File: config.mk
export PLATFORM = sky130hd
export DESIGN_NAME = text_terminal_writer
export DESIGN_NICKNAME = d
export VERILOG_FILES = /design/src/rtl/term_pkg.sv /design/src/rtl/text_terminal_writer.sv
export SDC_FILE = /design/constraint.sdc
export NUM_CORES = 1
export LEC_CHECK = 0
export ABC_AREA = 1
export CAP_MARGIN = 20
export CORE_ASPECT_RATIO = 0.7
export CORE_MARGIN = 1.5
export CORE_UTILIZATION = 54
export DETAILED_ROUTE_END_ITERATION = 7
export PLACE_DENSITY = 0.8
export SETUP_SLACK_MARGIN = 0.5
export SLEW_MARGIN = 15
export SYNTH_ARGS = -nofsm -noshare
export SYNTH_HDL_FRONTEND = slang
export SYNTH_SLANG_ARGS = --single-unit
File: constraint.sdc
create_clock -name clk -period 2.4 [get_ports clk]
set_input_delay 0.48 -clock clk [delete_from_list [all_inputs] [get_ports clk]]
set_output_delay 0.48 -clock clk [all_outputs]
set_load 0.01 [all_outputs]
File: src/rtl/term_pkg.sv
// rtl/term_pkg.sv - shared ASCII codes and FSM state type for the text terminal writer
package term_pkg;

    localparam logic [7:0] ASCII_BS    = 8'h08;
    localparam logic [7:0] ASCII_LF    = 8'h0A;
    localparam logic [7:0] ASCII_CR    = 8'h0D;
    localparam logic [7:0] ASCII_SPACE = 8'h20;
    localparam logic [7:0] ASCII_TILDE = 8'h7E;

    typedef enum logic [1:0] {
        CLEAR_ALL  = 2'd0,
        IDLE       = 2'd1,
        CLEAR_LINE = 2'd2
    } term_state_t;

endpackage

File: src/rtl/text_terminal_writer.sv
// rtl/text_terminal_writer.sv - ASCII byte stream to character-buffer cell writes and cursor
module text_terminal_writer
    import term_pkg::*;
#(
    parameter int         CHAR_HORZ_CNT = 80,
    parameter int         CHAR_VERT_CNT = 30,
    parameter int         CHAR_HORZ_W   = $clog2(CHAR_HORZ_CNT),
    parameter int         CHAR_VERT_W   = $clog2(CHAR_VERT_CNT),
    parameter logic [7:0] CLEAR_CHAR    = 8'h20
) (
    input  logic                   clk,
    input  logic                   rst,
    input  logic                   in_valid,
    input  logic [7:0]             in_data,
    output logic                   in_ready,
    output logic                   char_write_en,
    output logic [CHAR_HORZ_W-1:0] char_hpos,
    output logic [CHAR_VERT_W-1:0] char_vpos,
    output logic [7:0]             char_symbol,
    output logic                   cursor_en,
    output logic [CHAR_HORZ_W-1:0] cursor_hpos,
    output logic [CHAR_VERT_W-1:0] cursor_vpos
);

    localparam logic [CHAR_HORZ_W-1:0] COL_LAST = CHAR_HORZ_W'(CHAR_HORZ_CNT - 1);
    localparam logic [CHAR_VERT_W-1:0] ROW_LAST = CHAR_VERT_W'(CHAR_VERT_CNT - 1);

    term_state_t            r_state;
    term_state_t            w_state_nxt;

    logic [CHAR_HORZ_W-1:0] r_cur_col,  w_cur_col;
    logic [CHAR_VERT_W-1:0] r_cur_row,  w_cur_row;
    logic [CHAR_HORZ_W-1:0] r_clr_col,  w_clr_col;
    logic [CHAR_VERT_W-1:0] r_clr_row,  w_clr_row;
    // Set once the final clear strobe has been issued; the following cycle
    // returns to IDLE so in_ready rises the cycle after the last strobe.
    logic                   r_clr_done, w_clr_done;

    logic                   r_in_ready;
    logic                   r_char_we,  w_char_we;
    logic [CHAR_HORZ_W-1:0] r_char_hpos, w_char_hpos;
    logic [CHAR_VERT_W-1:0] r_char_vpos, w_char_vpos;
    logic [7:0]             r_char_symbol, w_char_symbol;
    logic                   w_row_adv;
    logic                   w_printable;

    assign w_printable = (in_data >= ASCII_SPACE) && (in_data <= ASCII_TILDE);

    // State register
    always_ff @(posedge clk) begin
        if (rst) begin
            r_state <= CLEAR_ALL;
        end else begin
            r_state <= w_state_nxt;
        end
    end

    // Next state, next cursor/clear counters and next write strobe
    always_comb begin
        w_state_nxt   = r_state;
        w_cur_col     = r_cur_col;
        w_cur_row     = r_cur_row;
        w_clr_col     = r_clr_col;
        w_clr_row     = r_clr_row;
        w_clr_done    = r_clr_done;
        w_char_we     = 1'b0;
        w_char_hpos   = r_char_hpos;
        w_char_vpos   = r_char_vpos;
        w_char_symbol = r_char_symbol;
        w_row_adv     = 1'b0;

        case (r_state)
            CLEAR_ALL: begin
                if (r_clr_done) begin
                    w_clr_done  = 1'b0;
                    w_state_nxt = IDLE;
                end else begin
                    w_char_we     = 1'b1;
                    w_char_hpos   = r_clr_col;
                    w_char_vpos   = r_clr_row;
                    w_char_symbol = CLEAR_CHAR;
                    if (r_clr_col == COL_LAST) begin
                        w_clr_col = '0;
                        if (r_clr_row == ROW_LAST) begin
                            w_clr_row  = '0;
                            w_clr_done = 1'b1;
                        end else begin
                            w_clr_row = r_clr_row + 1'b1;
                        end
                    end else begin
                        w_clr_col = r_clr_col + 1'b1;
                    end
                end
            end

            IDLE: begin
                if (in_valid) begin
                    if (w_printable) begin
                        w_char_we     = 1'b1;
                        w_char_hpos   = r_cur_col;
                        w_char_vpos   = r_cur_row;
                        w_char_symbol = in_data;
                        if (r_cur_col == COL_LAST) begin
                            w_cur_col = '0;
                            w_row_adv = 1'b1;
                        end else begin
                            w_cur_col = r_cur_col + 1'b1;
                        end
                    end else if (in_data == ASCII_CR) begin
                        w_cur_col = '0;
                    end else if (in_data == ASCII_LF) begin
                        w_row_adv = 1'b1;
                    end else if (in_data == ASCII_BS) begin
                        // Backspace never climbs to the previous row.
                        if (r_cur_col != '0) begin
                            w_cur_col     = r_cur_col - 1'b1;
                            w_char_we     = 1'b1;
                            w_char_hpos   = r_cur_col - 1'b1;
                            w_char_vpos   = r_cur_row;
                            w_char_symbol = CLEAR_CHAR;
                        end
                    end
                end

                if (w_row_adv) begin
                    if (r_cur_row == ROW_LAST) begin
                        // Screen wrap: the new top row holds stale text, blank it.
                        w_cur_row   = '0;
                        w_clr_col   = '0;
                        w_clr_done  = 1'b0;
                        w_state_nxt = CLEAR_LINE;
                    end else begin
                        w_cur_row = r_cur_row + 1'b1;
                    end
                end
            end

            CLEAR_LINE: begin
                if (r_clr_done) begin
                    w_clr_done  = 1'b0;
                    w_state_nxt = IDLE;
                end else begin
                    w_char_we     = 1'b1;
                    w_char_hpos   = r_clr_col;
                    w_char_vpos   = r_cur_row;
                    w_char_symbol = CLEAR_CHAR;
                    if (r_clr_col == COL_LAST) begin
                        w_clr_col  = '0;
                        w_clr_done = 1'b1;
                    end else begin
                        w_clr_col = r_clr_col + 1'b1;
                    end
                end
            end

            default: begin
                w_state_nxt = CLEAR_ALL;
            end
        endcase
    end

    // Datapath and output registers
    always_ff @(posedge clk) begin
        if (rst) begin
            r_cur_col     <= '0;
            r_cur_row     <= '0;
            r_clr_col     <= '0;
            r_clr_row     <= '0;
            r_clr_done    <= 1'b0;
            r_in_ready    <= 1'b0;
            r_char_we     <= 1'b0;
            r_char_hpos   <= '0;
            r_char_vpos   <= '0;
            r_char_symbol <= '0;
        end else begin
            r_cur_col     <= w_cur_col;
            r_cur_row     <= w_cur_row;
            r_clr_col     <= w_clr_col;
            r_clr_row     <= w_clr_row;
            r_clr_done    <= w_clr_done;
            r_in_ready    <= (w_state_nxt == IDLE);
            r_char_we     <= w_char_we;
            r_char_hpos   <= w_char_hpos;
            r_char_vpos   <= w_char_vpos;
            r_char_symbol <= w_char_symbol;
        end
    end

    assign in_ready      = r_in_ready;
    assign cursor_en     = r_in_ready;
    assign char_write_en = r_char_we;
    assign char_hpos     = r_char_hpos;
    assign char_vpos     = r_char_vpos;
    assign char_symbol   = r_char_symbol;
    assign cursor_hpos   = r_cur_col;
    assign cursor_vpos   = r_cur_row;

endmodule
==> qor.txt, run 1 <==
Worst skew pair latency = 0.31 ns
Via count = 3,106
Top cells by area, synth = dfxtp_1 33%, nand2_1 12%, inv_1 7.1%
Clk sinks = 49
Worst setup EP type = register
Area of the core = 5310 um^2
Starting Density = 56.7%
GRT Resource Usage Total = 27.0%
CTS Buf Count = 5
Mapped Area = 3010 um^2
Vias in the first global route = 2,632
Register area share after synthesis = 32.6%
CTS HTree Levels = 2
Cts hold-fix bufs = 0
DR WL/cell = 14.1 um
Arrival @ worst endpoint = 2.11 ns
Slew @ Worst Pin = 0.760 ns
Maximum clock rate = 541 MHz
DRT Pass-1 Iters = 5
Pin count of the biggest net entering global routing = 24
Antenna violations before repair = 0
# IOs = 46
Synthesized area per cell = 6.80 um^2
DR iter-0 viols = 247
Flops & latches, synth = 49
RSZ-0062 raised after global routing = no
Tightest Hold Check Type = register to register
Layout cell share with drive strength beyond 1 = 17.4%
FP Rows = 22
Clock skew = 0.0133 ns
Tmin final = 1.85 ns
Aggregate negative setup slack = 0 ns
Final setup viols = 0
Final WL = 8160 um
Area taken by multi-input logic gates = 1860 um^2
Synth cell types = 39
First-pass GRT wire length = 12,700 um
CP startpoint kind = input pin
Synth top area share = 32.6%
Synth warnings = 0
VDD IR-drop max = 0.474 mV
PortBufs = 45
Register Area = 995 um^2
Gpl congestion = 0.904
Layout area overhead = 31.2%
Outcome = finished clean
Avg Vias per Cell = 5.37
Syn Nets = 465
Clk pin slew, worst setup/hold paths = 0.10 ns
Max_slew headroom = 49.3%
Die Area = 6040 um^2
Die H = 65.5 um
Nets@finish = 527
Synth area leader = dfxtp_1
DRC = 0
Place WS = 0.0832 ns
CTS tree = yes
Kind of critical path = input pin to register
Total grt overflow = 0
Lkg Pwr = 1.66 nW
Root Driver = clkbuf_8
Die width = 92.3 um
Number of fill cells = 396
Post-Syn Instances = 443
Fin. max-slew vios = 0
Fin crit share = 77.0%
Ant diodes = 0
Max cap viols = 0
CP Max Fanout = 9
Overall Power = 3.51 mW
Pwr per Cell Area = 888 nW/um^2
Post-route setup slack = 0.552 ns
CP required = 2.66 ns
Endpoints failing hold = 0
Antenna Violating Nets Remaining = 0
Fin util = 74.4%
Max Buffers Root-to-Sink = 2
Hpwl dp = 5650 um
==> layout make-up <==
cell class	instances	share of cell area, %
Clock buffer	5	1.74
Clock inverter	3	1.17
Inverter	62	5.89
Multi-Input combinational cell	321	47.1
Sequential cell	49	25.2
Tap cell	72	2.28
Timing Repair Buffer	66	16.6
==> layer usage <==
metal  GRT usage, %  share of wire (%)  vias up
li1               -                  -     1557
met1           40.1                 48     1420
met2           40.9                 43      121
met3           4.40                7.1        8
met4           6.15                1.0        0
met5              0                  0        -
==> path summary, 6_finish.rpt <==
path / start / endpoint / slack [ns] / cells after the start
max: in_data[7] / char_hpos[2] / 0.55 / 10
min: char_symbol[0] / char_symbol[0] / 0.45 / 2
max reg2reg: cursor_hpos[0] / char_hpos[2] / 0.60 / 9
min reg2reg: char_symbol[0] / char_symbol[0] / 0.45 / 2
==> placed cells by master, fill, tap and decap left out, types with 2 or more instances in the layout <==
master            n
nor3_2            2
o21ai_1          10
nand2_8           3
nand3_4           5
nor3_1            8
o21a_1            3
o21ai_2           2
nand2_1          95
a21oi_1          40
inv_1            55
nand2_2           3
xor2_1            9
o21ai_0          20
nand3_1          16
nor2_2            6
dfxtp_1          38
clkdlybuf4s50_1  39
inv_2             7
nor2_1           47
nor2_4            5
nand3_2           8
dfxtp_2          11
buf_4            18
clkbuf_8          5
dlymetal6s2s_1    6
ha_1              9
nand3b_1          2
nand4_1           9
o22ai_1           4
==> critical path: stages <==
cell	delay (ns)
clkdlybuf4s50_1	0.47
inv_1	0.08
nand2_1	0.07
nor2_2	0.14
nand2_1	0.13
nand3_2	0.12
nand3_4	0.13
buf_6	0.17
a21oi_1	0.16
o21a_1	0.15
==> stage by stage <==
stage | instance area [um^2] | hold slack (ns) | cells
6_report | 3950 | 0.450 | 578
5_1_grt | 3950 | 0.480 | 578
4_1_cts | 3720 | 0.448 | 568
3_5_place_dp | 3550 | 0.433 | 555
3_3_place_gp | 3550 | 0.432 | 555
2_1_floorplan | 3010 | 0.469 | 443
==> synthesized netlist by cell type <==
cell type	instances
nand3_1	19
buf_1	1
o21bai_1	1
mux2i_1	1
nand2_4	3
o21ai_0	23
nand3_2	6
o21ai_2	1
buf_4	3
xnor2_1	1
nand3b_1	2
o32ai_1	1
o21a_1	3
inv_1	57
nor3b_1	1
a31oi_1	1
xor2_1	9
nor3_1	10
nand3_4	3
ha_1	11
a21oi_4	1
a21oi_1	41
nand4_1	9
inv_2	5
nor2_2	4
o21ai_1	7
buf_2	3
nor2_1	52
o211ai_1	1
dfxtp_1	49
buf_6	2
o21ai_4	1
nor3_4	1
nor2b_1	1
nand2_1	98
clkbuf_1	4
o22ai_1	4
nor2_4	2
nand2_2	1
==> registers in the layout (all words and copies together) (netlist names) <==
register,count
r_clr_row,5
cursor_en,1
cursor_hpos,7
cursor_vpos,5
char_vpos,5
r_clr_done,1
char_hpos,7
char_symbol,8
r_state,2
char_write_en,1
r_clr_col,7
==> cells by family after synthesis <==
family | share of synthesized area, %
simple gates | 33.5
compound gates | 15.7
buf+inv | 10.3
flops | 32.6
fa+ha+maj | 4.57
xor+xnor | 2.91
mux | 0.332
==> where the power goes <==
part	total, mW	internal [mW]	leakage [nW]	switching, mW
Sequential	1.09	0.968	0.403	0.120
Combinational	1.81	0.821	1.21	0.992
Clock	0.608	0.312	0.0543	0.296
Total	3.51	2.10	1.66	1.41
==> what timing repair did <==
item                                   4_1_cts  5_1_grt
pin swaps                                    3       13
gates resized for setup                      6       43
setup endpoints to repair                   39       52
buffers inserted                             3        9
endpoints found under the hold margin        0        0
cloned                                       2        1
(Power assumes the default switching activity.)
==> run 2, diff against run 1 <==
CORE_UTILIZATION = 49   (was 54)
PLACE_DENSITY = 0.76   (was 0.8)
clock period = 1.6 ns   (was 2.4 ns; I/O delays follow)
==> run 2 against run 1 <==
Compared with the run above: the flow now finishes with violations (setup timing); clock skew fell by 0.0072 ns; total power increased by 83%; largest power group unchanged; register-to-register slack worse by 0.76 ns; clock-buffer cell count up 1; core utilization up 14 points; global-route usage rose by 3.8 points; critical path type is now register to register.
==> qor.txt, run 2 (same netlist as run 1, synthesis figures left out) <==
Outcome = finished, violations left (was finished clean)
Violated checks = setup timing
Fin util = 88.5% (was 74.4%)
GRT Resource Usage Total = 30.8% (was 27.0%)
Antenna violations before repair = 0 (unchanged)
Max cap viols = 0 (unchanged)
R2R Setup Slk = -0.16 ns (was 0.60 ns)
First-pass GRT wire length = 16,100 um (was 12,700 um)
Starting Density = 51.8% (was 56.7%)
CTS Buf Count = 5 (unchanged)
Antenna Violating Nets Remaining = 0 (unchanged)
Area of the core = 5810 um^2 (was 5310 um^2)
Pin count of the biggest net entering global routing = 15 (was 24)
Maximum clock rate = 567 MHz
Endpoints failing hold = 0 (unchanged)
Most common cell after layout, fill and taps aside = buf_4 (was nand2_1)
CP dominant cell by count = nand2_1 (unchanged)
Die H = 68.6 um (was 65.5 um)
Clk pin slew, worst setup/hold paths = 0.10 ns (about the same)
Die Area = 6630 um^2 (was 6040 um^2)
Final WL = 13,400 um (was 8160 um)
Layout area overhead = 70.9% (was 31.2%)
Switching Fraction = 43.1% (was 40.1%)
Final instance area = 5150 um^2 (was 3950 um^2)
Delay of the slowest critical-path stage = 0.50 ns (was 0.47 ns)
Most frequent cells in the layout = 81 x buf_4, 80 x nand2_1, 50 x buf_6, 44 x inv_1, 37 x nor2_1 (was 95 x nand2_1, 55 x inv_1, 47 x nor2_1, 40 x a21oi_1, 39 x clkdlybuf4s50_1)
DR iter-0 viols = 474 (was 247)
Number of fill cells = 242 (was 396)
Aggregate negative setup slack = -1.99 ns (was 0 ns)
Total grt overflow = 0 (unchanged)
Reg2reg start = r_clr_col[2] (was cursor_hpos[0])
Cells on worst reg2reg path = 8 (was 9)
Worst path cell trace = nand2_1 > nor2_1 > nand2_1 > nand2_1 > nand3_1 > nor2_1 > nand4_1 > a21oi_2 (was clkdlybuf4s50_1 > inv_1 > nand2_1 > nor2_2 > nand2_1 > nand3_2 > nand3_4 > buf_6 > a21oi_1 > o21a_1)
Die width = 96.7 um (was 92.3 um)
Crit. path cell count = 8 (was 10)
Tmin final = 1.76 ns
Setup crit end = r_clr_col[6] (was char_hpos[2])
Avg Vias per Cell = 6.11 (was 5.37)
Clock power frac = 13.3% (was 17.3%)
CP Max Fanout = 6 (was 9)
Slew @ Worst Pin = 0.384 ns (was 0.760 ns)
DRT Pass-1 Iters = 7 (was 5)
Root Driver = clkbuf_8 (unchanged)
Critical Path Start = r_clr_col[2] (was in_data[7])
CTS tree = yes (unchanged)
FP Rows = 23 (was 22)
Hpwl dp = 6580 um (was 5650 um)
Pwr per Cell Area = 1250 nW/um^2 (was 888 nW/um^2)
Max_slew headroom = 74.4% (was 49.3%)
Max FFs per register = 8 (unchanged)
Lkg Pwr = 2.23 nW (was 1.66 nW)
CP startpoint kind = register (was input pin)
Reg power frac = 26.2% (was 31.0%)
P_int = 3.66 mW (was 2.10 mW)
RSZ-0062 raised after global routing = yes (was no)
Place WS = -0.490 ns (was 0.0832 ns)
DRC = 0 (unchanged)
Area taken by multi-input logic gates = 2210 um^2 (was 1860 um^2)
Fin crit share = 110%
CTS HTree Levels = 2 (unchanged)
Cts hold-fix bufs = 0 (unchanged)
Clock skew = 0.00608 ns (was 0.0133 ns)
DR WL/cell = 20.2 um (was 14.1 um)
Max stage delay cell, worst path = dfxtp_1 (was clkdlybuf4s50_1)
# IOs = 46 (unchanged)
VDD IR-drop max = 0.833 mV (was 0.474 mV)
Placed cell area = 4090 um^2 (was 3550 um^2)
Post-route setup slack = -0.163 ns (was 0.552 ns)
Buf/Inv on CP = 0 (was 3)
Final setup viols = 38 (was 0)
Worst setup EP type = register (unchanged)
NetSw = 2.77 mW (was 1.41 mW)
Gpl congestion = 0.868 (was 0.904)
Arrival @ worst endpoint = 2.03 ns (was 2.11 ns)
Via count = 4,061 (was 3,106)
Critical path's top delay family = simple AND/OR/NAND/NOR gates (was buffers and inverters)
Vias in the first global route = 3,332 (was 2,632)
Clk sinks = 49 (unchanged)
Kind of critical path = register to register (was input pin to register)
Worst r2r dst = r_clr_col[6] (was char_hpos[2])
Register Area = 1050 um^2 (was 995 um^2)
Combinational share of power = 60.5% (was 51.7%)
Tightest Hold Check Type = register to register (unchanged)
Ant diodes = 0 (unchanged)
PortBufs = 45 (unchanged)
CP required = 1.87 ns (was 2.66 ns)
Fin. max-slew vios = 0 (unchanged)
Max Buffers Root-to-Sink = 2 (unchanged)
Worst skew pair latency = 0.32 ns (was 0.31 ns)
Layout cell share with drive strength beyond 1 = 51.7% (was 17.4%)
Nets@finish = 612 (was 527)
==> run 2: changes by cell type in the layout (fill, tap and decap cells not counted), sizes merged <==
cell,before,now
inv,62,61
bufbuf,0,1
dlymetal6s2s,6,0
dlygate4sd2,0,5
o21ai,33,32
clkinvlp,1,0
clkdlybuf4s50,39,2
buf,20,140
bufinv,1,0
clkdlybuf4s15,0,4
clkinv,1,2
==> run 2: final cells by class <==
cell class / instances / area share (%)
repair buffers: 152 / 28.0
well taps: 75 / 1.82
flip-flops and latches: 49 / 20.4
multi-input cells: 320 / 42.9
inverters: 62 / 4.96
clock inverters: 1 / 0.0973
clock buffers: 6 / 1.82
==> run 2: worst min-delay path by stage <==
stage                              start        endpoint  slack (ns)  cells past startpoint
final                     char_symbol[6]  char_symbol[6]        0.46                      2
after global routing      char_symbol[6]  char_symbol[6]        0.49                      2
after CTS                 char_symbol[1]  char_symbol[1]        0.45                      2
after detailed placement  char_symbol[1]  char_symbol[1]        0.44                      2
after global placement    char_symbol[1]  char_symbol[1]        0.43                      2
after floorplan           char_symbol[0]  char_symbol[0]        0.47                      2
==> run 2: power groups by stage <==
stage / combinational (mW) / clock, mW / sequential (mW)
4_1_cts: 3.23 / 0.824 / 1.62
5_1_grt: 4.11 / 0.896 / 1.70
6_report: 3.89 / 0.852 / 1.69
3_5_place_dp: 2.80 / 0 / 1.65
3_3_place_gp: 2.74 / 0 / 1.64
2_1_floorplan: 1.70 / 0 / 1.70
==> run 2: per-stage QoR <==
stage / std cells / power (mW) / hold slack, ns
3_5_place_dp: 601 / 4.45 / 0.439
2_1_floorplan: 443 / 3.39 / 0.469
4_1_cts: 645 / 5.67 / 0.447
3_3_place_gp: 601 / 4.38 / 0.432
6_report: 665 / 6.43 / 0.461
5_1_grt: 665 / 6.70 / 0.489
==> run 2: worst reg2reg max path, cell delays in order, from the launching register on <==
cell	delay (ns)
dfxtp_1	0.50
nand2_1	0.13
nor2_1	0.28
nand2_1	0.11
nand2_1	0.09
nand3_1	0.08
nor2_1	0.18
nand4_1	0.17
a21oi_2	0.16
==> run 2: repair_timing <==
item | in CTS | in global routing
pin swaps | 36 | 21
resized for setup | 250 | 79
setup buffers | 35 | 20
endpoints found under the setup margin | 84 | 84
cloned | 2 | 0
==> run 2: metal layers <==
layer	up-vias	share of wire (%)	global-route usage [%]	routed length, um
li1	1727	-	-	-
met1	1868	38	39.9	5060
met2	353	44	53.1	5970
met3	113	12	5.04	1560
met4	0	6.3	11.1	841
met5	-	0	0	0
==> edit (flow settings as in run 2) <==
The parameter `CHAR_HORZ_CNT` goes from 80 to 120.
--- a/src/rtl/text_terminal_writer.sv
+++ b/src/rtl/text_terminal_writer.sv
@@ -2,7 +2,7 @@
 module text_terminal_writer
     import term_pkg::*;
 #(
-    parameter int         CHAR_HORZ_CNT = 80,
+    parameter int         CHAR_HORZ_CNT = 120,
     parameter int         CHAR_VERT_CNT = 30,
     parameter int         CHAR_HORZ_W   = $clog2(CHAR_HORZ_CNT),
     parameter int         CHAR_VERT_W   = $clog2(CHAR_VERT_CNT),
Function: same outputs for any inputs over 10 cycles, from zero or initial values and one cycle with rst high; that may be too few to reach the edited logic, so the function may still have changed.
==> edit against run 2 <==
- the run still ends with setup timing left
- worst setup slack worse by 0.066 ns
- wire length is 5.7% lower
- fmax down 3.6%
- synthesized area rose by 0.91%
- power is 3.3% higher
- cell area fell by 0.80%
- sequential cell count unchanged
- critical path type unchanged
- largest cell class unchanged
- largest power group unchanged
- highest routed layer unchanged
==> edit: results <==
set metrics [dict create \
    status "complete, but fails checks" \
    violations "setup timing" \
    grt_max_degree 27 \
    fill_cells 269 \
    setup_ws_ns -0.2296 \
    synth_nets 479 \
    skew_ns 0.009127 \
    grt_usage_pct 30.76 \
    synthTopCellsByArea "dfxtp_1 (32%), nand2_1 (13%), nor2_1 (7.2%)" \
    dpl_cell_area_um2 4158 \
    max_stage_delay_ns 0.41 \
    p_leak_nw 2.267 \
    setup_viol 19 \
    worst_slew_pin_slew_ns 0.4288 \
    pre_cts_slack_ns -0.5388 \
    hpwlAfterDp_um 6886 \
    tns_ns -0.8330 \
    hp-class "input port to flop" \
    vdd_drop_max_v 0.001134 \
    routedWlPerCell_um 19.19 \
    hp-start "in_data[1]" \
    dieArea_um2 6691 \
    rr_startpoint "cursor_hpos[0]" \
    grt_pass1_wl_um 16080 \
    drive_above_1_share_pct 55.38 \
    cp_max_fo 8 \
    synthTopCellsByCount "nand2_1 (104), nor2_1 (58), dfxtp_1 (49)" \
    dp.cells 616 \
    synthDistinctLibCells 35 \
    timing.hold.ws_ns 0.4508 \
]
[edit: worst paths after layout]
| path | to | cells past startpoint |
|---|---|---|
| worst min-delay path | char_symbol[1] | 4 |
| worst min register to register | char_vpos[3] | 2 |
| worst max register to register | cursor_vpos[0] | 9 |
| worst max-delay path | cursor_vpos[0] | 9 |
[edit: routing by layer]
| layer | part of all wire (%) | vias to the layer above | track usage (%) |
|---|---|---|---|
| met5 | 0 | - | 0 |
| met4 | 5.5 | 0 | 10.33 |
| met1 | 38 | 1795 | 39.54 |
| li1 | - | 1738 | - |
| met2 | 46 | 305 | 52.36 |
| met3 | 11 | 83 | 6.855 |
[edit: logic make-up (layout without fill, tap and decap cells)]
group	after synthesis	after routing	share of synthesized area, %
AND/OR/NAND/NOR	237	238	36.31
AO/OA/AOI/OAI	79	79	13.87
buffers and inverters	73	201	10.87
flip-flops	49	49	32.28
adder cells (fa/ha/maj)	12	12	4.940
XOR/XNOR	6	6	1.729
[edit: report_power, final]
part | total (mW) | leakage [nW] | internal (mW) | switching (mW)
clock | 0.819 | 0.0447 | 0.317 | 0.502
sequential | 1.70 | 0.420 | 1.49 | 0.207
combinational | 4.12 | 1.80 | 1.86 | 2.26
[edit: timing repair]
action	4_1_cts	5_1_grt
setup buffers	21	13
gates resized for setup	258	105
pin swaps	30	49
cloned	1	1
setup endpoints to repair	84	84
[edit: layout make-up]
| type | instances | area [µm²] | area share (%) |
|---|---|---|---|
| multi-input cells | 335 | 2310 | 45.25 |
| inverters | 55 | 241.5 | 4.730 |
| repair buffers | 138 | 1306 | 25.59 |
| clock inverters | 3 | 25.02 | 0.4902 |
| flip-flops and latches | 49 | 1060 | 20.76 |
| clock buffers | 5 | 68.82 | 1.348 |
| well taps | 75 | 93.84 | 1.838 |
